<file path="src/rtl/fp_seq_pkg.sv">
// Shared types and helpers for the F-PM microoperation sequencer: phase numbering,
// operation classes, strobe substates and the per-class phase path.
package fp_seq_pkg;

    typedef logic [3:0] phase_t;

    localparam phase_t F_NONE = 4'd0;
    localparam phase_t F1     = 4'd1;
    localparam phase_t F2     = 4'd2;
    localparam phase_t F3     = 4'd3;
    localparam phase_t F4     = 4'd4;
    localparam phase_t F5     = 4'd5;
    localparam phase_t F6     = 4'd6;
    localparam phase_t F7     = 4'd7;
    localparam phase_t F8     = 4'd8;
    localparam phase_t F9     = 4'd9;
    localparam phase_t F10    = 4'd10;
    localparam phase_t F11    = 4'd11;
    localparam phase_t F12    = 4'd12;
    localparam phase_t F13    = 4'd13;

    typedef enum logic [2:0] {C_NRF, C_ADSD, C_MWDW, C_AFSF, C_MFDF} op_class_t;

    typedef enum logic [2:0] {S_ENTER, S_STROB, S_GAP, S_STROB2, S_DECIDE} substate_t;

    // Straight-line successor of a phase; F_NONE marks the end of the path.
    function automatic phase_t next_phase(input op_class_t cls, input phase_t ph);
        phase_t nxt;
        nxt = F_NONE;
        case (cls)
            C_ADSD: case (ph)
                F1:      nxt = F7;
                F7:      nxt = F10;
                default: nxt = F_NONE;
            endcase
            C_MWDW: case (ph)
                F1:      nxt = F2;
                F2:      nxt = F4;
                F4:      nxt = F6;
                F6:      nxt = F7;
                F7:      nxt = F10;
                default: nxt = F_NONE;
            endcase
            C_AFSF: case (ph)
                F1:      nxt = F2;
                F2:      nxt = F4;
                F4:      nxt = F5;
                F5:      nxt = F8;
                F8:      nxt = F9;
                F9:      nxt = F10;
                F10:     nxt = F13;
                default: nxt = F_NONE;
            endcase
            C_MFDF: case (ph)
                F1:      nxt = F2;
                F2:      nxt = F4;
                F4:      nxt = F6;
                F6:      nxt = F7;
                F7:      nxt = F8;
                F8:      nxt = F9;
                F9:      nxt = F10;
                F10:     nxt = F13;
                default: nxt = F_NONE;
            endcase
            default: case (ph)
                F1:      nxt = F8;
                F8:      nxt = F10;
                F10:     nxt = F13;
                default: nxt = F_NONE;
            endcase
        endcase
        return nxt;
    endfunction

    // nrf wins; otherwise only a fixed-point group opcode selects the AD/SD or MW/DW paths.
    function automatic op_class_t decode_class(input logic pufa, input logic nrf,
                                               input logic ir7, input logic ir8);
        op_class_t cls;
        if (nrf)
            cls = C_NRF;
        else if (pufa && !ir7)
            cls = ir8 ? C_MWDW : C_ADSD;
        else
            cls = ir8 ? C_MFDF : C_AFSF;
        return cls;
    endfunction

    function automatic logic [1:13] phase_bits(input phase_t ph);
        logic [1:13] b;
        for (int i = 1; i <= 13; i++)
            b[i] = (ph == phase_t'(i));
        return b;
    endfunction

endpackage

</file>
<file path="src/rtl/fp_seq_strob.sv">
// Per-phase substate generator: ENTER, STROB, GAP (gap cycles), STROB2, DECIDE.
// A go pulse (re)starts the sequence; without one the generator idles after DECIDE.
module fp_strob
    import fp_seq_pkg::*;
(
    input  logic       clk,
    input  logic       srst,
    input  logic       go,
    input  logic [2:0] gap,
    output logic       strob_fp_,
    output logic       strob2_fp,
    output logic       decide
);

    substate_t  sub_reg;
    logic       run_reg;
    logic [2:0] gap_cnt_reg;

    always_ff @(posedge clk) begin
        if (srst) begin
            sub_reg     <= S_ENTER;
            run_reg     <= 1'b0;
            gap_cnt_reg <= '0;
            strob_fp_   <= 1'b1;
            strob2_fp   <= 1'b0;
            decide      <= 1'b0;
        end else if (go) begin
            sub_reg     <= S_ENTER;
            run_reg     <= 1'b1;
            gap_cnt_reg <= '0;
            strob_fp_   <= 1'b1;
            strob2_fp   <= 1'b0;
            decide      <= 1'b0;
        end else if (run_reg) begin
            case (sub_reg)
                S_ENTER: begin
                    sub_reg   <= S_STROB;
                    strob_fp_ <= 1'b0;
                end
                S_STROB: begin
                    sub_reg     <= S_GAP;
                    strob_fp_   <= 1'b1;
                    gap_cnt_reg <= gap - 3'd1;
                end
                S_GAP: begin
                    if (gap_cnt_reg == 3'd0) begin
                        sub_reg   <= S_STROB2;
                        strob2_fp <= 1'b1;
                    end else begin
                        gap_cnt_reg <= gap_cnt_reg - 3'd1;
                    end
                end
                S_STROB2: begin
                    sub_reg   <= S_DECIDE;
                    strob2_fp <= 1'b0;
                    decide    <= 1'b1;
                end
                default: begin
                    sub_reg <= S_ENTER;
                    run_reg <= 1'b0;
                    decide  <= 1'b0;
                end
            endcase
        end
    end

endmodule

</file>
<file path="src/rtl/fp_seq.sv">
// F-PM microoperation sequencer: walks the phase path of the latched class, loops F6/F8
// on F-PM status with an iteration guard, and re-enters F7 once on a rounding request.
module fp_seq
    import fp_seq_pkg::*;
#(
    parameter int STROB_GAP = 1,
    parameter int MAX_LOOP  = 48
) (
    input  logic        __clk,
    input  logic        clr_,
    input  logic        start,
    input  logic [7:9]  ir,
    input  logic        pufa,
    input  logic        nrf,
    input  logic        fic,
    input  logic        nz,
    input  logic        ws_,
    output logic [1:13] f,
    output logic        strob_fp_,
    output logic        strob2_fp,
    output logic        busy,
    output logic        done,
    output logic        err
);

    localparam int LW = $clog2(MAX_LOOP + 1);

    typedef enum logic [1:0] {T_IDLE, T_RUN, T_DONE} top_state_t;

    top_state_t      state_reg;
    phase_t          phase_reg;
    op_class_t       class_reg;
    logic            ff_reg;
    logic            reent_reg;
    logic            err_sticky_reg;
    logic [LW-1:0]   loop_cnt_reg;

    logic   srst;
    logic   decide;
    logic   go;
    logic   loop_cond;
    logic   loop_max;
    logic   repeat_ph;
    logic   trip;
    logic   reenter;
    logic   finish;
    phase_t nxt_phase;
    logic   unused_ir9;

    assign srst       = ~clr_;
    assign unused_ir9 = ir[9];

    fp_strob u_strob (
        .clk       (__clk),
        .srst      (srst),
        .go        (go),
        .gap       (3'(STROB_GAP)),
        .strob_fp_ (strob_fp_),
        .strob2_fp (strob2_fp),
        .decide    (decide)
    );

    always_comb begin
        loop_cond = ((phase_reg == F6) && fic) || ((phase_reg == F8) && nz);
        loop_max  = (loop_cnt_reg == LW'(MAX_LOOP));
        repeat_ph = loop_cond && !loop_max;
        trip      = loop_cond && loop_max;
        reenter   = (phase_reg == F10) && ff_reg && !ws_ && !reent_reg;
        // After the single re-entry, F7 always returns straight to F10.
        if (reenter)
            nxt_phase = F7;
        else if (reent_reg && (phase_reg == F7))
            nxt_phase = F10;
        else
            nxt_phase = next_phase(class_reg, phase_reg);
        finish = !repeat_ph && (nxt_phase == F_NONE);
        go     = ((state_reg == T_IDLE) && start) ||
                 ((state_reg == T_RUN) && decide && !finish);
    end

    always_ff @(posedge __clk) begin
        if (!clr_) begin
            state_reg      <= T_IDLE;
            phase_reg      <= F_NONE;
            class_reg      <= C_NRF;
            ff_reg         <= 1'b0;
            reent_reg      <= 1'b0;
            err_sticky_reg <= 1'b0;
            loop_cnt_reg   <= '0;
            f              <= '0;
            busy           <= 1'b0;
            done           <= 1'b0;
            err            <= 1'b0;
        end else begin
            case (state_reg)
                T_IDLE: begin
                    done <= 1'b0;
                    err  <= 1'b0;
                    if (start) begin
                        state_reg      <= T_RUN;
                        phase_reg      <= F1;
                        f              <= phase_bits(F1);
                        class_reg      <= decode_class(pufa, nrf, ir[7], ir[8]);
                        ff_reg         <= nrf | ir[7];
                        reent_reg      <= 1'b0;
                        err_sticky_reg <= 1'b0;
                        loop_cnt_reg   <= '0;
                        busy           <= 1'b1;
                    end
                end
                T_RUN: begin
                    if (decide) begin
                        if (repeat_ph) begin
                            loop_cnt_reg <= loop_cnt_reg + LW'(1);
                        end else if (finish) begin
                            state_reg <= T_DONE;
                            phase_reg <= F_NONE;
                            f         <= '0;
                            busy      <= 1'b0;
                            done      <= 1'b1;
                            err       <= err_sticky_reg | trip;
                        end else begin
                            phase_reg    <= nxt_phase;
                            f            <= phase_bits(nxt_phase);
                            loop_cnt_reg <= '0;
                            if (reenter)
                                reent_reg <= 1'b1;
                            if (trip)
                                err_sticky_reg <= 1'b1;
                        end
                    end
                end
                default: begin
                    state_reg <= T_IDLE;
                    done      <= 1'b0;
                    err       <= 1'b0;
                end
            endcase
        end
    end

endmodule

</file>
<file path="config.mk">
export PLATFORM = sky130hd
export DESIGN_NAME = fp_seq
export DESIGN_NICKNAME = d
export VERILOG_FILES = /design/src/rtl/fp_seq_pkg.sv /design/src/rtl/fp_seq_strob.sv /design/src/rtl/fp_seq.sv
export SDC_FILE = /design/constraint.sdc
export NUM_CORES = 1
export LEC_CHECK = 0
export CAP_MARGIN = 30
export CORE_ASPECT_RATIO = 1.4
export CORE_MARGIN = 4
export CORE_UTILIZATION = 55
export CTS_BUF_LIST = sky130_fd_sc_hd__clkbuf_8
export DETAILED_ROUTE_END_ITERATION = 10
export PLACE_DENSITY_LB_ADDON = 0.3
export SLEW_MARGIN = 15
export SYNTH_ARGS = -nofsm -noshare
export SYNTH_HDL_FRONTEND = slang
export SYNTH_SLANG_ARGS = --single-unit
</file>
<file path="constraint.sdc">
create_clock -name __clk -period 2.5 [get_ports __clk]
set_input_delay 0.5 -clock __clk [delete_from_list [all_inputs] [get_ports __clk]]
set_output_delay 0.5 -clock __clk [all_outputs]
set_load 0.05 [all_outputs]
</file>
=== Word level (Yosys, flattened, before mapping) ===
Memory sizes are Yosys's and may differ from the RTL's. A register that Yosys moved wholly into a read port is not among the register bits.
Index checks and enable logic that the tools add are counted.

* Muxes and demuxes: 60
* Reductions and logical operators: 46
* $add $sub $neg: 2
* Bitwise gates (word level): 5
* Equality and inequality tests: 41

{| class="wikitable"
|+ Operator list
! operator !! number
|-
| $mux 13 || 4
|-
| $eq 4x4->1 const B || 9
|-
| $eq 4x3->1 const B || 8
|-
| $mux 4 || 8
|-
| $pmux 4 s7 || 1
|-
| $pmux 13 s2 || 1
|-
| $mux 6 || 4
|-
| $pmux 4 s5 || 1
|-
| $mux 1 || 17
|-
| $pmux 4 s2 || 2
|-
| $pmux 4 s4 || 1
|-
| $mux 3 || 5
|-
| $ne 2x2->1 const B || 7
|-
| $logic_and 1x1->1 || 13
|-
| $eq 3x2->1 const B || 4
|-
| $eq 4x2->1 const B || 3
|-
| $pmux 1 s2 || 6
|-
| $pmux 3 s4 || 1
|-
| $pmux 4 s3 || 1
|-
| $pmux 6 s2 || 1
|-
| $reduce_and 4->1 || 3
|-
| $reduce_and 6->1 || 2
|-
| $mux 2 || 5
|-
| $reduce_and 2->1 || 5
|-
| 24 further kinds || 42
|}

* Input port bits: 11
* Logic and storage cells: 172
* Register bits after elaboration: 44
* Memory bits (read-only): 64
* Memories: 1
* Output and inout bits: 18

{| class="wikitable"
|+ Memories
! name !! words !! bits a word !! read ports !! clocked after Yosys merged registers in !! write ports !! RTL line !! source
|-
| (no name shown) || 16 || 4 || 1 || 1 || 0 || fp_seq_pkg.sv:54 || <nowiki>C_MFDF: case (ph)</nowiki>
|}

=== Logic depth before layout (Yosys ltp) ===
Gate-level depths: netlist of run 1.

* Depth after elaboration: 13
* Gate-level depth with buffers: 9
* Depth with buffers taken out: 8

=== Modules after synthesis ===
From an unflattened synthesis of run 1, not the netlist that was laid out.

* Cells, all modules: 324
* Area, all modules: 2655.0 µm²

{| class="wikitable"
|+ By module, submodules not included
! module !! cells an instance !! instances !! sequential area each (µm²) !! area each (µm²)
|-
| fp_seq || 263 || 1 || 760.7 || 2152.1
|-
| fp_strob || 61 || 1 || 200.2 || 503.0
|}

=== Worst setup path after synthesis of run 1 ===
Ideal clock, no wire load.

* Path kind: reg2reg
* From: reg phase_reg[1]
* To: reg f[10] (netlist name)
* Data arrival time: 2.229 ns
* Setup slack: 0.201 ns
* Path buffers: 1
* Cell stages (with the launch flop): 9
* Data required time: 2.430 ns
* Cell sequence: dfxtp_1 > buf_6 > or3b_1 > a21o_1 > a32o_2 > and2_4 > or4b_1 > or3_1 > a21oi_1

* Word-level cells in the longest chain between the ends: 11

{| class="wikitable"
|+ Ends and longest elaborated chain
! item !! RTL line !! source
|-
| from (decl) || fp_seq.sv:31 || <nowiki>phase_t phase_reg;</nowiki>
|-
| from (signal assigned) || fp_seq.sv:123 || <nowiki>phase_reg <= nxt_phase;</nowiki>
|-
| $eq 4x4->1, or another cell as far along || fp_seq_pkg.sv:44, fp_seq_pkg.sv:65, fp_seq.sv:68 ||
|-
| $pmux 4 s7, or another cell as far along || fp_seq_pkg.sv:44 || <nowiki>C_AFSF: case (ph)</nowiki>
|-
| $pmux 4 s4 or $logic_and 1x1->1 (tied branches) || fp_seq_pkg.sv:30, fp_seq.sv:68 ||
|-
| $mux 4 or $logic_and 1x1->1 (tied branches) || fp_seq.sv:72, fp_seq.sv:68 ||
|-
| $mux 4 || fp_seq.sv:70 || <nowiki>if (reenter)</nowiki>
|-
| $logic_not 4->1 || fp_seq.sv:76 || <nowiki>finish = !repeat_ph && (nxt_phase == F_NONE);</nowiki>
|-
| $logic_and 1x1->1 || fp_seq.sv:76 ||
|-
| $mux 13 || fp_seq.sv:115 || <nowiki>end else if (finish) begin</nowiki>
|-
| $mux 13 || fp_seq.sv:113 || <nowiki>if (repeat_ph) begin</nowiki>
|-
| $mux 13 || fp_seq.sv:112 || <nowiki>if (decide) begin</nowiki>
|-
| $pmux 13 s2 || fp_seq.sv:95 || <nowiki>case (state_reg)</nowiki>
|-
| to (signal assigned) || fp_seq.sv:102 || <nowiki>f <= phase_bits(F1);</nowiki>
|-
| to (signal assigned) || fp_seq.sv:124 || <nowiki>f <= phase_bits(nxt_phase);</nowiki>
|-
| to (decl) || fp_seq.sv:18 || <nowiki>output logic [1:13] f,</nowiki>
|}

Several ways; a longest one is shown, not always the timed one. The select of a mux whose other input is x is not followed.
A chain may end at the register's enable or synchronous reset.

=== Worst setup path in the final report of run 1 ===
* From: reg phase_reg[0]
* To: reg f[10] (netlist name)

Same word-level chain as after synthesis.

==> reports/results.txt, run 1 <==
Outcome = finished clean
PwrDens = 449 nW/um^2
Fillers = 375
Via/cell ratio = 5.99
CTS buffer count = 5
Peak supply drop = 0.000405 V
Data arrival time of the critical path = 2.66 ns
Worst setup EP type = register
Static leakage = 1.32 nW
Register Area = 975 sq um
Gr ovfl total = 0
Worst-margin pin slew = 0.522 ns
CTS HTree Levels = 2
Final period util = 96.9%
Slew HR = 65.1%
Core Area = 4570 sq um
Global Route Usage Sum = 24.6%
Die extent in x = 66.4 um
Deepest clock path buffer count = 2
Starting DRC count in detailed routing = 180
Synth unique cells = 65
Ys flop type = dfxtp_1
Area Overhead vs Synth = 27.6%
Drt total wl = 6960 um
Startpoint of the worst hold path = f[3]
HP Class = register to register
Worst skew pair latency = 0.30 ns
# rows = 29
IO buf count = 27
Overall power = 1.50 mW
# Post-CTS Setup Buffers = 0
Layout cells sized above 1 = 18.3%
CTS tree = built
Vias in the first global route = 2637
Setup Skew = 0.00608 ns
Pre-antenna DRT Iters = 5
Root Driver = clkbuf_8
Wire length on met3 = 302 um
Number of flops mapped to enable cells by yosys = 0
Placed cell count = 432
Wirelength per Cell = 15.8 um
Syn_nets = 337
# nets final = 393
Residual DRC = 0
Avg Cell Area, Syn = 8.18 sq um
WP data required = 2.73 ns
Vias = 2635
Largest net degree at the start of global routing = 21
Sequential area share after synthesis = 36.6%
Count of final setup violators = 0
F_max = 413 MHz
Ys async rst share = 0%
Final Hold Viols = 0
WS Path Type = register to register
Synthesized instance count = 321
Multi-input gate area = 1610 sq um
DRT antenna net count = 0
Yosys warns = 0
Hold Path Depth = 2
Post-route insts no fill = 440
Startpoint Class = register
Largest register FFs = 13
Min Tclk post-route = 2.42 ns
CTS Sinks = 48
I/O pin count = 29
Die H = 89.8 um
Synth Cell Area = 2630 sq um
Critical R2R Capture = f[10]
Final design utilization = 73.3%
Hpwl dp = 5230 um
DR WL met2 = 3850 um
Die area = 5960 sq um
Gpl congestion = 0.858
Reg2reg start = phase_reg[0]
First-pass GRT wire length = 11800 um
Fin. max-slew vios = 0
Antenna cells = 0
Hold-fix buffers at CTS = 0
R2R Setup Slk = 0.08 ns
Clk pin slew, worst setup/hold paths = 0.09 ns
Hold EP = f[3]
WL met1 = 2630 um
Flops & latches, synth = 48
Crit-path max FO = 6
Max layer used = met4
FF-to-FF path depth = 7
Initial antenna violation count = 0
Max-Cap Viols = 0
Initial Util = 57.4%
[metal layers]
metal / vias up / GRT usage, %
li1: 1290 / -
met1: 1241 / 27.4
met2: 88 / 44.3
met3: 16 / 4.11
met4: 0 / 10.3
met5: - / 0
[kinds of logic after synthesis]
logic type,share of synthesized area [%]
buf+inv,4.57
fa+ha+maj,2.38
xor+xnor,1.67
mux,1.57
simple gates,32.1
compound gates,21.2
flops,36.6
[synthesized netlist by cell type, types with 2 or more instances]
cell / number / area, sq um
a21o_1: 3 / 22.5
nand4_1: 5 / 31.3
mux2i_1: 3 / 30.0
nand3_1: 13 / 65.1
xnor2_1: 3 / 26.3
xor2_1: 2 / 17.5
a22o_1: 2 / 17.5
nand2_1: 31 / 116
nor3b_1: 4 / 30.0
a2111oi_0: 2 / 17.5
nor3_1: 14 / 70.1
o21a_1: 4 / 30.0
o2bb2ai_1: 3 / 26.3
a21oi_1: 25 / 125
o21ai_1: 2 / 10.0
clkbuf_1: 9 / 33.8
or3_1: 5 / 31.3
nand3b_1: 8 / 60.1
nor2b_1: 4 / 25.0
and2_1: 5 / 31.3
nor2_1: 30 / 113
o41ai_1: 3 / 26.3
a31oi_1: 3 / 18.8
o21ai_0: 9 / 45.0
a21boi_1: 2 / 15.0
a211oi_1: 2 / 15.0
or2_2: 2 / 12.5
nand2b_1: 9 / 56.3
buf_2: 6 / 30.0
ha_1: 5 / 62.6
or4b_1: 2 / 20.0
dfxtp_1: 48 / 961
nand4bb_1: 2 / 22.5
and3_1: 8 / 50.1
inv_1: 10 / 37.5
a41o_1: 4 / 40.0
[cells in the final DEF (no fill, tap or decap), drive strengths merged, types with 4 or more instances in the layout]
master and count:
a21oi 25, a41o 4, and2 6, and3 8, buf 39, clkbuf 5
clkdlybuf4s50 27, dfxtp 48, ha 5, inv 12, nand2 31, nand2b 9
nand3 13, nand3b 8, nand4 6, nor2 30, nor2b 4, nor3 14
nor3b 4, o21a 4, o21ai 11, o41ai 4, or3 5
[how the worst max path moves through the flow]
stage               slack (ns)  depth (start not counted)         start               to
global route             -0.02                         10  phase_reg[0]              err
floorplan                 0.20                          8  phase_reg[1]            f[10]
finish                    0.08                          7  phase_reg[0]            f[10]
detailed placement       -0.21                          8            nz         register
CTS                       0.04                          8  class_reg[2]  loop_cnt_reg[0]
global placement         -0.16                          8            nz         register
[critical path: stages (launching register included)]
cell and delay, ns:
dfxtp_4 0.39, nor2b_2 0.19, mux2_1 0.34, o311a_1 0.33
nand3_2 0.15, or4b_1 0.47, or3_1 0.34, a21oi_1 0.15
[layout make-up]
type / instances / area share [%]
Multi-Input combinational cell: 246 / 48.0
Clock buffer: 5 / 2.05
Tap cell: 62 / 2.31
Timing Repair Buffer: 66 / 16.9
Clock inverter: 3 / 0.485
Inverter: 10 / 1.12
Sequential cell: 48 / 29.1
[timing repair]
| action | 4_1_cts | 5_1_grt |
|---|---|---|
| endpoints found under the hold margin | 0 | 0 |
| endpoints found under the setup margin | 20 | 16 |
| resized for setup | 8 | 15 |
[per-stage QoR]
stage | TNS (ns) | worst slack, ns | cell area (sq um) | hold WS [ns]
finish | 0 | 0.0774 | 3350 | 0.461
global route | -0.0234 | -0.0184 | 3350 | 0.496
CTS | 0 | 0.0434 | 3300 | 0.465
detailed placement | -1.83 | -0.210 | 3190 | 0.453
global placement | -0.824 | -0.160 | 3190 | 0.441
floorplan | 0 | 0.201 | 2630 | 0.450
[power by group]
| part | total (mW) | internal [mW] | switching (mW) |
|---|---|---|---|
| sequential | 0.802 | 0.780 | 0.0220 |
| clock | 0.453 | 0.192 | 0.261 |
| combinational | 0.249 | 0.112 | 0.137 |
| total | 1.50 | 1.08 | 0.420 |
No activity file was read; power rests on OpenSTA's default activity.
==> run 2, diff against run 1 <==
--- a/config.mk
+++ b/config.mk
@@ -9,10 +9,10 @@
 export CORE_ASPECT_RATIO = 1.4
 export CORE_MARGIN = 4
 export CORE_UTILIZATION = 55
-export CTS_BUF_LIST = sky130_fd_sc_hd__clkbuf_8
+export CTS_BUF_LIST = sky130_fd_sc_hd__clkbuf_16
 export DETAILED_ROUTE_END_ITERATION = 10
 export PLACE_DENSITY_LB_ADDON = 0.3
-export SLEW_MARGIN = 15
+export SLEW_MARGIN = 20
 export SYNTH_ARGS = -nofsm -noshare
 export SYNTH_HDL_FRONTEND = slang
 export SYNTH_SLANG_ARGS = --single-unit
==> run 2 against run 1 <==
Via count up 2.8%. Sequential share of layout area shrank 0.80 points. Design area up 3.4%. Global-route usage increased by 0.18 points. First-iteration DRC count is 17% higher. Final cell count up 1.4%. Critical endpoint unchanged. Highest routed layer unchanged.
==> reports/results.txt, run 2 (synthesis results as in run 1) <==
Final instance area = 3460 sq um
# nets final = 399
Final design utilization = 75.8%
CTS buffer count = 5
RSZ-0062 raised after global routing = true
Comb pwr share = 15.7%
Core Area = 4570 sq um
Final setup TNS = 0 ns
Overall power = 1.71 mW
Static leakage = 1.37 nW
Min Hold Slack = 0.456 ns
First-pass GRT wire length = 11800 um
Largest register FFs = 13
Fillers = 343
Initial Util = 57.4%
Gpl congestion = 0.858
Slew HR = 65.5%
CTS Sinks = 48
HP Class = register to register
Most frequent cells in the layout = buf_4 (43), dfxtp_1 (41), nor2_1 (30), nand2_1 (30), clkdlybuf4s50_1 (27)
Outcome = finished clean
Drt total wl = 7300 um
Peak supply drop = 0.000457 V
Crit-path max FO = 6
CTS HTree Levels = 2
DRT antenna net count = 0
Initial antenna violation count = 0
Via/cell ratio = 6.07
Wirelength per Cell = 16.4 um
Min Tclk post-route = 2.47 ns
Die extent in x = 66.4 um
CTS tree = built
I/O pin count = 29
Die area = 5960 sq um
Vias = 2708
Antenna cells = 0
Global Route Usage Sum = 24.8%
Max-Cap Viols = 0
Post-DP Area = 3190 sq um
Final Hold Viols = 0
Gr ovfl total = 0
WP data required = 2.72 ns
Worst-margin pin slew = 0.516 ns
Largest net degree at the start of global routing = 21
Hold-fix buffers at CTS = 0
Die H = 89.8 um
Worst setup EP type = register
Residual DRC = 0
Fin. max-slew vios = 0
Pint = 1.27 mW
Sw frac = 26.0%
Placed cell count = 432
Pre-antenna DRT Iters = 5
Worst skew pair latency = 0.28 ns
Psw = 445 uW
Reg power frac = 46.8%
PwrDens = 495 nW/um^2
Deepest clock path buffer count = 2
IO buf count = 27
Root Driver = clkbuf_16
WS Path Type = register to register
Clk pin slew, worst setup/hold paths = 0.06 ns
F_max = 404 MHz
Starting DRC count in detailed routing = 211
Vias in the first global route = 2664
Setup Skew = 0.00303 ns
Area Overhead vs Synth = 31.9%
Most common cell after layout, fill and taps aside = buf_4
Final WS setup = 0.0261 ns
Data arrival time of the critical path = 2.69 ns
Count of final setup violators = 0
Hpwl dp = 5230 um
Setup slack at placement = -0.210 ns
# rows = 29
Clock power frac = 37.6%
Post-route insts no fill = 446
Startpoint Class = register
Final period util = 99.0%
Layout cells sized above 1 = 20.1%
[run 2: changes by cell type in the layout (fill, tap and decap cells not counted), moves of 2 or more]
cell / delta
buf_4: +5
clkbuf_16: +5
clkbuf_8: -5
dfxtp_2: -2
dfxtp_4: +2
[run 2: routing by layer]
layer,routed length [um],track usage [%],up-vias,share of wire (%)
met5,0,0,-,0
li1,-,-,1300,-
met1,2750,27.4,1292,38
met2,3970,43.9,89,54
met3,276,4.36,27,3.8
met4,294,12.2,0,4.0
[run 2: layout make-up]
type | count | area (sq um) | share of cell area (%)
sequential | 48 | 980 | 28.3
clock buffer | 5 | 125 | 3.61
timing repair buffer | 72 | 609 | 17.6
clock inverter | 3 | 16.3 | 0.469
inverter | 10 | 37.5 | 1.08
multi-input combinational | 246 | 1620 | 46.7
tap | 62 | 77.6 | 2.24
[run 2: path summary, 6_finish.rpt]
| check | end | cells after the start | slack (ns) | start |
|---|---|---|---|---|
| max | f[10] | 8 | 0.03 | phase_reg[3] |
| min | f[3] | 2 | 0.46 | f[3] |
| max reg2reg | f[10] | 8 | 0.03 | phase_reg[3] |
| min reg2reg | f[3] | 2 | 0.46 | f[3] |
[run 2: timing repair]
action / 4_1_cts / 5_1_grt
setup endpoints to repair: 19 / 16
resized for setup: 6 / 21
pin swaps: 0 / 3
setup buffers: 0 / 5
gates cloned: 0 / 1
[run 2: power groups by stage]
stage / sequential, mW / combinational [mW] / clock, mW
after CTS: 0.802 / 0.242 / 0.651
after global routing: 0.805 / 0.289 / 0.674
after detailed placement: 0.819 / 0.233 / 0
final: 0.801 / 0.268 / 0.645
after global placement: 0.819 / 0.227 / 0
after floorplan: 0.825 / 0.131 / 0
[run 2: critical path: stages (launching register included)]
cell	delay, ns
dfxtp_4	0.37
buf_4	0.14
and4b_2	0.33
nand3b_1	0.09
a32o_2	0.30
and2_4	0.17
or4b_1	0.50
or3_1	0.36
a21oi_1	0.16
